[config.mk]
export PLATFORM = sky130hd
export DESIGN_NAME = pc_redirect_ctrl
export DESIGN_NICKNAME = d
export VERILOG_FILES = /design/src/rtl/pc_redirect_ctrl_pkg.sv /design/src/rtl/pc_redirect_ctrl_prio_enc.sv /design/src/rtl/pc_redirect_ctrl.sv
export SDC_FILE = /design/constraint.sdc
export NUM_CORES = 1
export LEC_CHECK = 0
export ABC_AREA = 0
export CAP_MARGIN = 20
export CORE_AREA = 2 2 126 91
export CTS_BUF_LIST = sky130_fd_sc_hd__clkbuf_8
export CTS_CLUSTER_DIAMETER = 150
export DETAILED_ROUTE_END_ITERATION = 8
export DIE_AREA = 0 0 128 93
export PLACE_DENSITY = 0.92
export SYNTH_ARGS = -nofsm -noshare
export SYNTH_HDL_FRONTEND = slang
export SYNTH_HIERARCHICAL = 1
export SYNTH_SLANG_ARGS = --single-unit
export TNS_END_PERCENT = 10
[constraint.sdc]
create_clock -name clk -period 3.95 [get_ports clk]
set_clock_uncertainty 0.2 [all_clocks]
set_input_delay 0.395 -clock clk [delete_from_list [all_inputs] [get_ports clk]]
set_output_delay 0.395 -clock clk [all_outputs]
set_load 0.01 [all_outputs]
[src/rtl/pc_redirect_ctrl_pkg.sv]
// pc_redirect_ctrl_pkg: shared CPU encodings for next-PC selection, exception entry and redirect FSM
package pc_redirect_ctrl_pkg;
  typedef enum logic [2:0] {
    SEL_PC4     = 3'd0,
    SEL_TARGET  = 3'd1,
    SEL_CORRECT = 3'd2,
    SEL_EPC     = 3'd3,
    SEL_MEMPC   = 3'd4,
    SEL_EXCEPT  = 3'd5
  } pc_sel_e;
  typedef enum logic [1:0] {
    EX_NONE    = 2'd0,
    EX_ERET    = 2'd1,
    EX_REFETCH = 2'd2,
    EX_EXCEPT  = 2'd3
  } ex_entry_e;
  typedef enum logic {IDLE, HOLD} state_e;
  localparam int NUM_PERF = 5;
  function automatic logic [2:0] sel_rank(pc_sel_e s);
    return s == SEL_EXCEPT  ? 3'd5 :
           s == SEL_EPC     ? 3'd4 :
           s == SEL_MEMPC   ? 3'd3 :
           s == SEL_CORRECT ? 3'd2 :
           s == SEL_TARGET  ? 3'd1 : 3'd0;
  endfunction
  function automatic logic is_redirect(pc_sel_e s);
    return s >= SEL_CORRECT;
  endfunction
endpackage

[src/rtl/pc_redirect_ctrl_prio_enc.sv]
// pc_prio_enc: fixed-priority resolution of live next-PC requests into a class and address
// ports: cur_pc, bpu_valid/bpu_target, pred_fail/correct_pc, ex_entry_sel, epc, mem_pc, except_vec in; sel, addr out
module pc_prio_enc
  import pc_redirect_ctrl_pkg::*;
(
  input  logic [31:0] cur_pc,
  input  logic        bpu_valid,
  input  logic [31:0] bpu_target,
  input  logic        pred_fail,
  input  logic [31:0] correct_pc,
  input  logic [1:0]  ex_entry_sel,
  input  logic [31:0] epc,
  input  logic [31:0] mem_pc,
  input  logic [31:0] except_vec,
  output pc_sel_e     sel,
  output logic [31:0] addr
);
  always_comb begin
    sel = ex_entry_sel == EX_EXCEPT  ? SEL_EXCEPT  :
          ex_entry_sel == EX_ERET    ? SEL_EPC     :
          ex_entry_sel == EX_REFETCH ? SEL_MEMPC   :
          pred_fail                  ? SEL_CORRECT :
          bpu_valid                  ? SEL_TARGET  : SEL_PC4;
    addr = sel == SEL_EXCEPT  ? except_vec :
           sel == SEL_EPC     ? epc        :
           sel == SEL_MEMPC   ? mem_pc     :
           sel == SEL_CORRECT ? correct_pc :
           sel == SEL_TARGET  ? bpu_target : cur_pc + 32'd4;
  end
endmodule

[src/rtl/pc_redirect_ctrl.sv]
// pc_redirect_ctrl: next-PC selection with a held redirect while fetch is stalled
// ports: clk, rst, pc_ready, cur_pc, bpu_*, pred_fail/correct_pc, ex_entry_sel/epc/mem_pc/except_vec in;
//        pc_sel, next_pc, pc_we, flush_if, pending out; perf_cnt out when REDIRECT_PERF_CNT_EN is defined
module pc_redirect_ctrl
  import pc_redirect_ctrl_pkg::*;
(
  input  logic        clk,
  input  logic        rst,
  input  logic        pc_ready,
  input  logic [31:0] cur_pc,
  input  logic        bpu_valid,
  input  logic [31:0] bpu_target,
  input  logic        pred_fail,
  input  logic [31:0] correct_pc,
  input  logic [1:0]  ex_entry_sel,
  input  logic [31:0] epc,
  input  logic [31:0] mem_pc,
  input  logic [31:0] except_vec,
  output logic [2:0]  pc_sel,
  output logic [31:0] next_pc,
  output logic        pc_we,
  output logic        flush_if,
  output logic        pending
`ifdef REDIRECT_PERF_CNT_EN
  ,
  output logic [NUM_PERF-1:0][31:0] perf_cnt
`endif
);
  state_e      state, state_nxt;
  pc_sel_e     pend_sel, pend_sel_nxt, live_sel, win_sel;
  logic [31:0] pend_addr, pend_addr_nxt, live_addr, win_addr;
  logic        take_live;
  pc_prio_enc u_prio (
    .cur_pc       (cur_pc),
    .bpu_valid    (bpu_valid),
    .bpu_target   (bpu_target),
    .pred_fail    (pred_fail),
    .correct_pc   (correct_pc),
    .ex_entry_sel (ex_entry_sel),
    .epc          (epc),
    .mem_pc       (mem_pc),
    .except_vec   (except_vec),
    .sel          (live_sel),
    .addr         (live_addr)
  );
  always_ff @(posedge clk) begin
    if (rst) begin
      state     <= IDLE;
      pend_sel  <= SEL_PC4;
      pend_addr <= '0;
    end else begin
      state     <= state_nxt;
      pend_sel  <= pend_sel_nxt;
      pend_addr <= pend_addr_nxt;
    end
  end
  always_comb begin
    // a held redirect only yields to a strictly higher-priority live request
    take_live     = state == IDLE || sel_rank(live_sel) > sel_rank(pend_sel);
    win_sel       = take_live ? live_sel : pend_sel;
    win_addr      = take_live ? live_addr : pend_addr;
    state_nxt     = state;
    pend_sel_nxt  = pend_sel;
    pend_addr_nxt = pend_addr;
    if (state == IDLE) begin
      if (!pc_ready && is_redirect(live_sel)) begin
        state_nxt     = HOLD;
        pend_sel_nxt  = live_sel;
        pend_addr_nxt = live_addr;
      end
    end else if (pc_ready) begin
      state_nxt     = IDLE;
      pend_sel_nxt  = SEL_PC4;
      pend_addr_nxt = '0;
    end else begin
      pend_sel_nxt  = win_sel;
      pend_addr_nxt = win_addr;
    end
    pc_we    = !rst && pc_ready;
    flush_if = pc_we && is_redirect(win_sel);
    pending  = !rst && state == HOLD;
    pc_sel   = rst ? 3'd0 : win_sel;
    next_pc  = rst ? 32'd0 : win_addr;
  end
`ifdef REDIRECT_PERF_CNT_EN
  for (genvar i = 0; i < NUM_PERF; i++) begin : g_perf
    localparam pc_sel_e CLS = i == 0 ? SEL_EXCEPT :
                              i == 1 ? SEL_EPC    :
                              i == 2 ? SEL_MEMPC  :
                              i == 3 ? SEL_CORRECT : SEL_TARGET;
    always_ff @(posedge clk) begin
      if (rst) perf_cnt[i] <= '0;
      else if (pc_we && win_sel == CLS) perf_cnt[i] <= perf_cnt[i] + 32'd1;
    end
  end
`endif
endmodule

==> out/results.txt <==
Status: completed
Critical path's slowest cell: clkdlybuf4s50_1
Final Critical Period: 3940 ps
Max Cap Violations: 0
Critical path class: in -> out
Cell Chain, Critical Path: clkdlybuf4s50_1, nand4_1, or3_4, buf_4, nor4_1, o21ai_0, a21oi_1, o21ai_1, a21oi_1, clkdlybuf4s50_1
CTS Hold Bufs: 0
Clock Tree Buf Depth: 2
IO Port Bufs: 236
Initial antenna violation count: 0
ANT cells: 0
CTS tree: built
Worst Hold Launch: pend_addr[30]$_SDFFE_PP0P_
Worst r2r src: pend_sel[1]$_SDFFE_PP0P_
Final non-filler cell total: 960
Rel. slew slack: 39.9%
Vias: 5792
Total Nets Final: 1027
Final core utilization: 66.5%
Setup-failing EPs final: 0
Final WL: 19.0 mm
Starting Density: 39.0%
F_max: 0.254 GHz
RR Endpoint: pend_addr[15]$_SDFFE_PP0P_
Fill cell count: 878
Gr usage total: 30.9%
H-tree depth: 2
Largest net degree at the start of global routing: 47
Syn Inst Count: 581
Die footprint: 0.0119 sq mm
Flops & latches, synth: 36
Avg Cell Area, Syn: 7.21 sq um
Worst-path clk slew: 70 ps
Drc violations: 0
Largest fanout on the critical path: 4
Ports: 237
Synth warnings: 6
Area of the mapped netlist: 0.00419 sq mm
Drt pass-1 iters: 7
Critical Path RT: 3360 ps
Main synth FF type: dfxtp_1
P per Cell Area: 218 mW/mm^2
Max incr delay on CP: 580 ps
Synth unique cells: 63
Placed insts: 952
CTS Buf Count: 5
P_leak: 2.98 nW
Share of layout cells above drive strength 1: 13.1%
Fin. Hold Viols: 0
Register area share after synthesis: 17.2%
Number of synthesized flops with an enable pin: 0
# rows: 32
Area Overhead vs Synth: 70.5%
VDD IR max: 0.168 mV
Number of buffers and inverters on the critical path: 3
RSZ-0062 raised after global routing: yes
Ratio of final minimum period to clock period: 99.9%
R2R depth: 8
Grt ovf: 0
Gpl congestion: 1.09
Hold Path Cell Cnt: 2
Vias/cell: 6.03
Root Buffer: clkbuf_8
Routed len/inst: 19.8 microns
Mapped Nets: 784
CP arrival: 3350 ps
Reg2Reg Setup Slack: 1130 ps
Async S/R FF share, synth: 0%
Die Span X: 128 microns
Final ANT Viol Nets: 0
Max Slew Vio Count: 0
DRT iter0 DRCs: 649
Actual slew at the worst max-slew pin: 899 ps
Hold EP: pend_addr[30]$_SDFFE_PP0P_
CP Capture Type: output pin
Worst setup SP type: input port
Die height: 93 microns
First-pass GRT wire length: 29.1 mm
Min-delay worst type: reg -> reg
Core area: 0.0107 sq mm
Delay-heaviest family, CP: buffers and inverters
Vias in the first global route: 5531
Clk Latency, worst-skew pair: 290 ps
Sink Count: 36
Final HPWL DP: 14.7 mm
## placed cells by master (no fill, tap or decap), types with 15 or more instances in the layout
| cell | netlist | routed |
|---|---|---|
| a22o_1 | 31 | 31 |
| mux2i_1 | 24 | 24 |
| dfxtp_1 | 36 | 35 |
| o21ai_0 | 41 | 41 |
| nor2_1 | 38 | 34 |
| xor2_1 | 19 | 19 |
| a221oi_1 | 17 | 15 |
| nand2_1 | 24 | 24 |
| a21oi_1 | 75 | 73 |
| clkdlybuf4s50_1 | 0 | 208 |
| nand3_1 | 49 | 48 |
| buf_4 | 5 | 52 |
| o22ai_1 | 24 | 24 |
| dlymetal6s2s_1 | 0 | 25 |
## cells in the mapped netlist, drive strengths merged (3+ instances only)
library cell | instances | area share, %
nor4 | 5 | 0.75
dfxtp | 36 | 17
o22ai | 24 | 3.6
o221ai | 3 | 0.63
mux4 | 4 | 2.2
inv | 13 | 1.2
o21bai | 3 | 0.54
a21oi | 77 | 9.6
a211oi | 13 | 2.4
clkbuf | 33 | 3.0
and2 | 3 | 0.45
mux2i | 24 | 5.7
xor2 | 19 | 4.0
a31oi | 3 | 0.45
a22oi | 3 | 0.54
nand2b | 7 | 1.0
a221oi | 17 | 3.6
buf | 22 | 3.3
or2 | 3 | 0.45
mux2 | 9 | 2.4
nor3 | 9 | 1.1
a22o | 31 | 6.5
nand3 | 49 | 5.9
xnor2 | 8 | 1.7
nor2 | 39 | 3.6
nand4 | 12 | 2.2
ha | 4 | 1.2
nand2 | 24 | 2.2
o31ai | 3 | 0.54
o21ai | 53 | 6.6
## where the power goes
group          leakage [nW]  total [mW]  switching (mW)  internal (mW)
Sequential            0.296       0.416          0.0197          0.396
Combinational          2.64       0.895           0.433          0.462
Clock                0.0452       0.249           0.131          0.117
## worst register-to-register path, cell delays in order, from the launching register on
cell	delay, ps
dfxtp_1	450
xor2_1	210
nand2_1	80
ha_1	320
and3b_1	260
o21ai_4	90
buf_12	170
a21boi_4	720
a22o_1	250
## kinds of logic after synthesis
| group | after synthesis | synth area share, % |
|---|---|---|
| AO/OA/AOI/OAI | 249 | 39.1 |
| XOR/XNOR | 27 | 5.65 |
| adder cells (fa/ha/maj) | 4 | 1.20 |
| buffers and inverters | 69 | 7.62 |
| flip-flops | 36 | 17.2 |
| multiplexers | 37 | 10.3 |
| AND/OR/NAND/NOR | 159 | 18.9 |
## worst max path at each step
stage	from	to	slack, ps	cells past startpoint
floorplan	ex_entry_sel[1]	next_pc[10]	720	11
global placement	cur_pc[4]	next_pc[23]	-60	11
detailed placement	cur_pc[4]	next_pc[23]	-140	11
CTS	cur_pc[4]	next_pc[23]	-30	11
global route	cur_pc[16]	next_pc[23]	-130	11
finish	cur_pc[16]	next_pc[24]	6	10
## routing by layer
metal  vias to the layer above  wire, microns  GRT usage [%]
met5                         -              0              0
met4                         0            456           9.16
li1                       2714              -              -
met3                        46           1990           6.69
met2                       357           8850           52.9
met1                      2675           7690           39.1
## state kept, by name, indices dropped and copies added, names as in the netlist
signal	flops
pend_addr	32
pend_sel	3
state	1
## repair_timing
item / in CTS / in global routing
gates resized for setup: 4 / 38
buffers inserted: 0 / 1
pin swaps: 0 / 2
endpoints found under the setup margin: 2 / 36
gates cloned: 0 / 0
## cell type report
type | instances | area (sq um) | area share, %
flip-flops and latches | 36 | 722 | 10.1
repair buffers | 292 | 2880 | 40.3
clock buffers | 5 | 68.8 | 0.964
inverters | 13 | 48.8 | 0.683
multi-input cells | 476 | 3240 | 45.4
well taps | 136 | 170 | 2.38
clock inverters | 2 | 8.76 | 0.123
## metrics by stage
| step | hold WS [ps] | worst slack, ps | setup TNS [ps] | total power, mW | cell area, sq um |
|---|---|---|---|---|---|
| 6_report | 267 | 5.81 | 0 | 1.56 | 7140 |
| 5_1_grt | 280 | -135 | -450 | 1.65 | 7140 |
| 4_1_cts | 271 | -31.0 | -31.0 | 1.55 | 7010 |
| 3_5_place_dp | 260 | -144 | -159 | 1.30 | 6900 |
| 3_3_place_gp | 249 | -55.5 | -55.5 | 1.29 | 6900 |
| 2_1_floorplan | 238 | 717 | 0 | 0.832 | 4190 |
(Power assumes the default switching activity.)
